--- src/rtl/parser_arb_pkg.sv ---
// Shared types and constants for the parser feed arbiter.
// Header length to payload-beat mapping lives here so every user agrees on it.
package parser_arb_pkg;

    typedef enum logic [1:0] {
        StIdle     = 2'd0,
        StHdr      = 2'd1,
        StPayload  = 2'd2,
        StWaitDone = 2'd3
    } arb_state_e;

    localparam int unsigned HdrThresh = 3;
    localparam int unsigned BeatW     = 8;

    // Short headers still carry one payload beat; longer ones exclude two framing bytes.
    function automatic logic [BeatW-1:0] hdr_to_beats(input logic [BeatW-1:0] len);
        if (len <= BeatW'(HdrThresh)) begin
            return BeatW'(1);
        end
        return len - BeatW'(2);
    endfunction

endpackage

--- src/rtl/rr_arbiter.sv ---
// Round-robin request selector: first asserted request at or after the pointer,
// wrapping around, returned as a one-hot grant.
module rr_arbiter #(
    parameter int unsigned NumReq = 4,
    parameter int unsigned PtrW   = 2
) (
    input  logic [NumReq-1:0] req_i,
    input  logic [PtrW-1:0]   ptr_i,
    output logic [NumReq-1:0] gnt_o
);

    logic          found;
    logic [PtrW:0] idx;

    always_comb begin
        gnt_o = '0;
        found = 1'b0;
        idx   = '0;
        for (int unsigned off = 0; off < NumReq; off++) begin
            idx = {1'b0, ptr_i} + (PtrW + 1)'(off);
            if (idx >= (PtrW + 1)'(NumReq)) begin
                idx = idx - (PtrW + 1)'(NumReq);
            end
            if (!found && req_i[idx[PtrW-1:0]]) begin
                gnt_o[idx[PtrW-1:0]] = 1'b1;
                found                = 1'b1;
            end
        end
    end

endmodule

--- src/rtl/parser_feed_arbiter.sv ---
// Shares one message parser among several feed lanes: grants a lane round-robin,
// forwards its header then payload words, and waits for the parser to finish.
module parser_feed_arbiter
    import parser_arb_pkg::*;
#(
    parameter int unsigned NUM_LANES  = 4,
    parameter int unsigned DATA_WIDTH = 31,
    parameter int unsigned TIMEOUT    = 255
) (
    input  logic                              clk_in,
    input  logic                              reset_in,
    input  logic [NUM_LANES*(DATA_WIDTH+1)-1:0] lane_data_in,
    input  logic [NUM_LANES-1:0]              lane_valid_in,
    output logic [NUM_LANES-1:0]              lane_ready_out,
    output logic [DATA_WIDTH:0]               parser_data_out,
    output logic                              parser_enable_out,
    output logic                              parser_valid_out,
    input  logic                              parser_ready_in,
    output logic [NUM_LANES-1:0]              grant_out,
    output logic                              busy_out,
    output logic                              timeout_err_out
);

    localparam int unsigned WordW = DATA_WIDTH + 1;
    localparam int unsigned PtrW  = (NUM_LANES > 1) ? $clog2(NUM_LANES) : 1;
    localparam int unsigned CntW  = (TIMEOUT > 1) ? $clog2(TIMEOUT + 1) : 1;

    arb_state_e           state_q, state_d;
    logic [NUM_LANES-1:0] grant_q, grant_d;
    logic [PtrW-1:0]      ptr_q, ptr_d;
    logic [BeatW-1:0]     beats_q, beats_d;
    logic [CntW-1:0]      tmo_cnt_q, tmo_cnt_d;
    logic                 tmo_err_q, tmo_err_d;

    logic [NUM_LANES-1:0] rr_gnt;
    logic [WordW-1:0]     g_word;
    logic [PtrW-1:0]      gidx;
    logic [PtrW-1:0]      ptr_nxt;
    logic                 active;
    logic                 xfer;

    rr_arbiter #(
        .NumReq (NUM_LANES),
        .PtrW   (PtrW)
    ) u_rr_arbiter (
        .req_i  (lane_valid_in),
        .ptr_i  (ptr_q),
        .gnt_o  (rr_gnt)
    );

    always_comb begin
        g_word = '0;
        gidx   = '0;
        for (int unsigned i = 0; i < NUM_LANES; i++) begin
            if (grant_q[i]) begin
                g_word = lane_data_in[i*WordW +: WordW];
                gidx   = PtrW'(i);
            end
        end
    end

    assign ptr_nxt = (gidx == PtrW'(NUM_LANES - 1)) ? '0 : gidx + PtrW'(1);
    assign active  = (state_q == StHdr) || (state_q == StPayload);
    assign xfer    = active && |(grant_q & lane_valid_in);

    always_comb begin
        state_d   = state_q;
        grant_d   = grant_q;
        ptr_d     = ptr_q;
        beats_d   = beats_q;
        tmo_cnt_d = tmo_cnt_q;
        tmo_err_d = 1'b0;
        unique case (state_q)
            StIdle: begin
                if (|lane_valid_in) begin
                    grant_d = rr_gnt;
                    state_d = StHdr;
                end
            end
            StHdr: begin
                if (xfer) begin
                    beats_d = hdr_to_beats(g_word[BeatW-1:0]);
                    state_d = StPayload;
                end
            end
            StPayload: begin
                if (xfer) begin
                    beats_d = beats_q - BeatW'(1);
                    if (beats_q == BeatW'(1)) begin
                        state_d   = StWaitDone;
                        tmo_cnt_d = '0;
                    end
                end
            end
            StWaitDone: begin
                // Completion wins over a coincident timeout.
                if (parser_ready_in || (tmo_cnt_q == CntW'(TIMEOUT - 1))) begin
                    state_d   = StIdle;
                    grant_d   = '0;
                    ptr_d     = ptr_nxt;
                    tmo_cnt_d = '0;
                    tmo_err_d = !parser_ready_in;
                end else begin
                    tmo_cnt_d = tmo_cnt_q + CntW'(1);
                end
            end
            default: state_d = StIdle;
        endcase
    end

    always_ff @(posedge clk_in) begin
        if (reset_in) begin
            state_q   <= StIdle;
            grant_q   <= '0;
            ptr_q     <= '0;
            beats_q   <= '0;
            tmo_cnt_q <= '0;
            tmo_err_q <= 1'b0;
        end else begin
            state_q   <= state_d;
            grant_q   <= grant_d;
            ptr_q     <= ptr_d;
            beats_q   <= beats_d;
            tmo_cnt_q <= tmo_cnt_d;
            tmo_err_q <= tmo_err_d;
        end
    end

    assign lane_ready_out    = active ? (grant_q & lane_valid_in) : '0;
    assign parser_data_out   = active ? g_word : '0;
    assign parser_enable_out = xfer && (state_q == StHdr);
    assign parser_valid_out  = xfer && (state_q == StPayload);
    assign grant_out         = grant_q;
    assign busy_out          = (state_q != StIdle);
    assign timeout_err_out   = tmo_err_q;

endmodule
--- config.mk ---
export PLATFORM = sky130hd
export DESIGN_NAME = parser_feed_arbiter
export DESIGN_NICKNAME = d
export VERILOG_FILES = /design/src/rtl/parser_arb_pkg.sv /design/src/rtl/rr_arbiter.sv /design/src/rtl/parser_feed_arbiter.sv
export SDC_FILE = /design/constraint.sdc
export NUM_CORES = 1
export LEC_CHECK = 0
export ABC_AREA = 1
export CORE_MARGIN = 4
export CORE_UTILIZATION = 42
export DETAILED_ROUTE_END_ITERATION = 6
export PLACE_DENSITY_LB_ADDON = 0.08
export SYNTH_ARGS = -nofsm -noshare
export SYNTH_HDL_FRONTEND = slang
export SYNTH_SLANG_ARGS = --single-unit
--- constraint.sdc ---
create_clock -name clk_in -period 3.54 [get_ports clk_in]
set_input_delay 0.708 -clock clk_in [delete_from_list [all_inputs] [get_ports clk_in]]
set_output_delay 0.708 -clock clk_in [all_outputs]
set_load 0.02 [all_outputs]
# --- After elaboration in Yosys (flattened, before gate mapping) ---
# Index checks and enable logic that the tools add are counted.
op_classes:
  add_sub_neg: 11
  eq_ne: 11
  mux: 58
  magnitude_cmp: 13
  n_reduce_logical: 29
  bitwise_logic: 6
op_table:
  columns: ["op", "n"]
  rows:
  - ["32-bit two-way mux", 5]
  - ["8-bit two-way mux", 7]
  - ["8-bit case mux with 2 select lines", 2]
  - ["4-bit two-way mux", 7]
  - ["2-bit two-way mux", 12]
  - ["1-bit two-way mux", 15]
  - ["2-bit by 3-bit less-than comparator with 1-bit output (second input constant)", 4]
  - ["4-bit bitwise OR", 3]
  - ["1-bit logical AND", 10]
  - ["3-bit greater-or-equal comparator (second input constant)", 3]
  - ["3-bit AND reduction", 3]
  - ["8-bit by 1-bit adder with 8-bit output (second input constant)", 1]
  - ["1-bit binary-select mux with 2-bit select", 4]
  - ["1-bit demux with 2-bit select", 4]
  - ["8-bit by 1-bit == test with 1-bit output (second input constant)", 1]
  - ["8-bit == test (second input constant)", 1]
  - ["2-bit by 1-bit greater-or-equal comparator with 1-bit output (second input constant)", 4]
  - ["8-bit by 2-bit less-or-equal comparator with 1-bit output (second input constant)", 1]
  - ["2-bit inequality test (second input constant)", 4]
  - ["2-bit case mux with 4 select lines", 1]
  - ["4-bit case mux with 2 select lines", 1]
  - ["2-bit nonzero test", 4]
  - ["4-bit OR reduction", 2]
  - ["2-bit by 1-bit subtractor with 2-bit output (second input constant)", 4]
  - ["other kinds (17)", 25]
word_totals:
  output_inout_bits: 44
  in_bits: 135
  reg_bits: 25
  elab_cells: 134

# --- Longest topological paths before layout ---
depth:
  word_depth: 16
  ltp_mapped: 13
  ltp_nobuf: 12

# --- Cells and area by module ---
# From an unflattened synthesis, not the netlist that was laid out.
hier_totals:
  hier_cells: 527
  area_unflattened_um2: 3060.4
modules_own_cells:
  columns: ["module", "instances", "cells_per_inst", "area_each_um2", "seq_area_each_um2"]
  rows:
  - ["parser_feed_arbiter", 1, 454, 2663.8, 500.5]
  - ["rr_arbiter", 1, 73, 396.6, 0.0]

# --- Worst setup path after synthesis ---
# No wires, ideal clock.
synth_timing:
  kind: "flip-flop to output port"
  from: "register grant_q[3] (netlist: grant_out[3])"
  to: "output parser_data_out[12]"
  t_required_ps: 2832
  path_buffers: 3
  stages_incl_launch_ff: 6
  arrival_time_ps: 1675
  slack_ps: 1157
  cell_sequence: "dfxtp_1 buf_4 clkbuf_1 clkbuf_1 a21oi_1 a31oi_1"
synth_via:
  elab_chain_cells: 2
synth_rtl:
  columns: ["item", "line", "source"]
  rows:
  - ["start, declared", "parser_feed_arbiter.sv:29", "logic [NUM_LANES-1:0] grant_q, grant_d;"]
  - ["start signal, assigned", "parser_feed_arbiter.sv:121", "grant_q <= grant_d;"]
  - ["32-bit two-way mux", "parser_feed_arbiter.sv:55", "if (grant_q[i]) begin"]
  - ["32-bit two-way mux", "parser_feed_arbiter.sv:130", "assign parser_data_out = active ? g_word : '0;"]
  - ["end, declared", "parser_feed_arbiter.sv:15", "output logic [DATA_WIDTH:0] parser_data_out,"]
# Every way passes these cells.

# --- Worst setup path after layout ---
layout_timing:
  from: "register grant_q[2] (netlist: grant_out[2])"
  to: "output parser_data_out[0]"
layout_via:
  elab_chain_cells: 3
layout_rtl:
  columns: ["item", "line"]
  rows:
  - ["32-bit two-way mux (2 in a row)", "parser_feed_arbiter.sv:55"]
  - ["32-bit two-way mux", "parser_feed_arbiter.sv:130"]
# Every way passes these cells.

==> impl_metrics.yaml <==
clock_network:
  path_clk_slew_ns: 0.09
  clock_path_buffers: 2
  cts_hold_buf: 0
  postCtsSetupBuffers: 0
  cts_buffers: 3
  clk_latency_ns: 0.27
  root_buffer: "clkbuf_8"
  h-tree-depth: 1
  cts_tree: "yes"
  cts_sinks: 25
final_layout:
  design_area_um2: 4870
  utilization: 0.709
  drive_above_1_share: 0.0659
  regArea_um2: 500
  syn2layout_area_growth_pct: 61.8
  nNetsFinal: 836
  fillCellCount: 573
  antenna-diode-count: 0
  final_cells: 779
  multi_input_area_um2: 2170
global_routing:
  grt_pass1_wl_mm: 18.6
  track_usage: 0.265
  grt_pass1_vias: 3956
  overflow: 0
  antenna_found_initial: 0
  grt_max_degree: 38
drt:
  drt_iter0_markers: 224
  drc: 0
  antenna_left: 0
  wirelength_mm: 11.9
  via_per_inst: 5.21
  drt-wirelength-per-cell_um: 15.3
  num_vias: 4058
  drtPass1Iterations: 5
power:
  p_total_mw: 2.66
  peakVddDrop_mv: 0.235
  p_leak_nw: 1.92
  pwr_density_cell_nw_per_um2: 546
synthesis:
  synth_xor_area_frac: 0.0174
  syn_inst: 520
  synth_fa_ha_area_frac: 0.0706
  synth_seq_cells: 25
  yosys.area_share.simple: 0.384
  syn_area_um2: 3010
  synth_compound_area_frac: 0.250
  ys_seq_area_frac: 0.166
  synthFlopType: "dfxtp_1"
  synth_mux_area_frac: 0
  synth_cell_types: 37
  synth_top_family_by_area: "simple AND/OR/NAND/NOR gates"
  ys_warn_count: 0
  ys_async_sr_fraction: 0
  synthesis.nets: 672
  avgSynthCellArea_um2: 5.79
  synth-edff-count: 0
floorplan:
  boundaryPins: 179
  die_h_um: 92.7
  start_util: 0.438
  die-area_um2: 8590
  die_w_um: 92.7
  fp.coreArea_um2: 6870
  rows: 30
setup_path:
  crit_path_start_kind: "flip-flop"
  crit_chain: "nor2_4 -> nand2_1 -> clkinv_2 -> nand2_1 -> nand3_1 -> o21ai_0 -> nor2_1 -> clkdlybuf4s50_1"
  cp_num_buf_inv: 2
  required_ns: 2.83
  cp_max_fo: 25
  cp_slowest_stage_delay_ns: 0.73
  r2r_slack_ns: 1.22
  worst_path_most_repeated_cell: "nand2_1"
  crit_family: "buffers and inverters"
  cp-end-kind: "output port"
  crit_type: "flip-flop to output port"
  slowest_stage: "dfxtp_1"
  cp.arrival_ns: 2.56
sta:
  worstMarginPinSlew_ns: 0.634
  max_freq_mhz: 306
  skew_ns: 0.00360
  worst_slack_ns: 0.277
  hold_ws_ns: 0.499
  period_needed_ns: 3.26
  finalMaxSlewViolations: 0
  slew_headroom: 0.577
  rsz0062_at_grt: "false"
  setup_viol_count_final: 0
  hold_violations: 0
  finalCritPeriodShare: 0.922
  fin_tns_setup_ns: 0
placed_design:
  place_ws_ns: 0.544
  placed_area_um2: 4830
  place_inst: 775
  gp_congestion: 0.995
  hpwlAfterDp_mm: 9.68
  portBuffers: 178
min_path:
  hp-class: "flip-flop to flip-flop"
job:
  drv_cap: 0
outcome:
  status: "finished, final reports clean"
## cells by family after synthesis
logic type	Yosys count
adder cells (fa/ha/maj)	17
buffers and inverters	80
AND/OR/NAND/NOR	254
flip-flops	25
XOR/XNOR	6
AO/OA/AOI/OAI	138
## sequential cells by signal, indices dropped and copies added (netlist names)
register	cells
state_q	2
timeout_err_out	1
tmo_cnt_q	8
beats_q	8
grant_out	4
ptr_q	2
## worst reg2reg max path: cells and delay by family (launching register included)
family          cells  cell delay (ns)
compound gates      2             0.24
xor+xnor            1             0.13
fa+ha+maj           1             0.27
buf+inv             1             0.40
flops               1             0.73
simple gates        5             0.49
## path summary, 6_finish.rpt
check	startpoint	end	cells past startpoint
hold / removal	tmo_cnt_q[5]	tmo_cnt_q[5]	2
setup reg to reg	grant_out[2]	beats_q[5]	10
hold reg to reg	tmo_cnt_q[5]	tmo_cnt_q[5]	2
setup / recovery	grant_out[2]	parser_data_out[0]	8
## per-layer routing
metal  global-route usage  routed length [um]  share of wire  vias to the layer above
li1                     -                   -              -                     2039
met1                0.292                4350           0.37                     1813
met2                0.487                6180           0.52                      172
met3               0.0593                 940          0.079                       34
met4                0.109                 419          0.035                        0
met5                    0                   0              0                        -
## where the power goes
group          internal [mW]  total [mW]  switching, mW
sequential             0.321       0.369         0.0488
combinational          0.843        2.12           1.28
clock                 0.0807       0.173         0.0927
total                   1.24        2.66           1.42
## placed cells by master, fill, tap and decap left out, types with 2 or more instances in the layout
cell	n
ha_1	17
nand2_1	142
o21ai_1	3
a21oi_1	55
dfxtp_1	25
inv_2	6
buf_4	6
clkdlybuf4s50_1	178
nor3_1	6
nand3_2	5
a21oi_2	3
clkbuf_8	3
a31oi_1	24
xor2_1	4
nor2_4	3
xnor2_1	2
o21ai_0	48
nand2_2	6
o21ai_2	2
nand3_4	2
inv_1	48
nand4_1	2
or2_0	2
nand3_1	34
or2_2	3
nor2_1	43
## cells in the mapped netlist, types with 5 or more instances
cell type	number	area, um2
inv_2	7	26.3
ha_1	17	213
a31oi_1	24	150
nor2_1	43	161
nand3_1	34	170
inv_1	48	180
nand2_1	142	533
dfxtp_1	25	500
clkbuf_1	15	56.3
nand2_2	6	37.5
o21ai_0	48	240
a21oi_1	55	275
nand3_2	5	50.1
nor3_1	6	30.0
## area by class of cell
type | count | share of cell area
multi-input combinational | 415 | 0.446
timing repair buffer | 184 | 0.375
sequential | 25 | 0.103
inverter | 55 | 0.0426
tap | 96 | 0.0246
clock buffer | 4 | 0.00924
## repair_timing
action / in CTS / in global routing
gates resized for setup: 0 / 1
endpoints found under the hold margin: 0 / 0
setup endpoints to repair: 0 / 1
(Power assumes the default switching activity.)
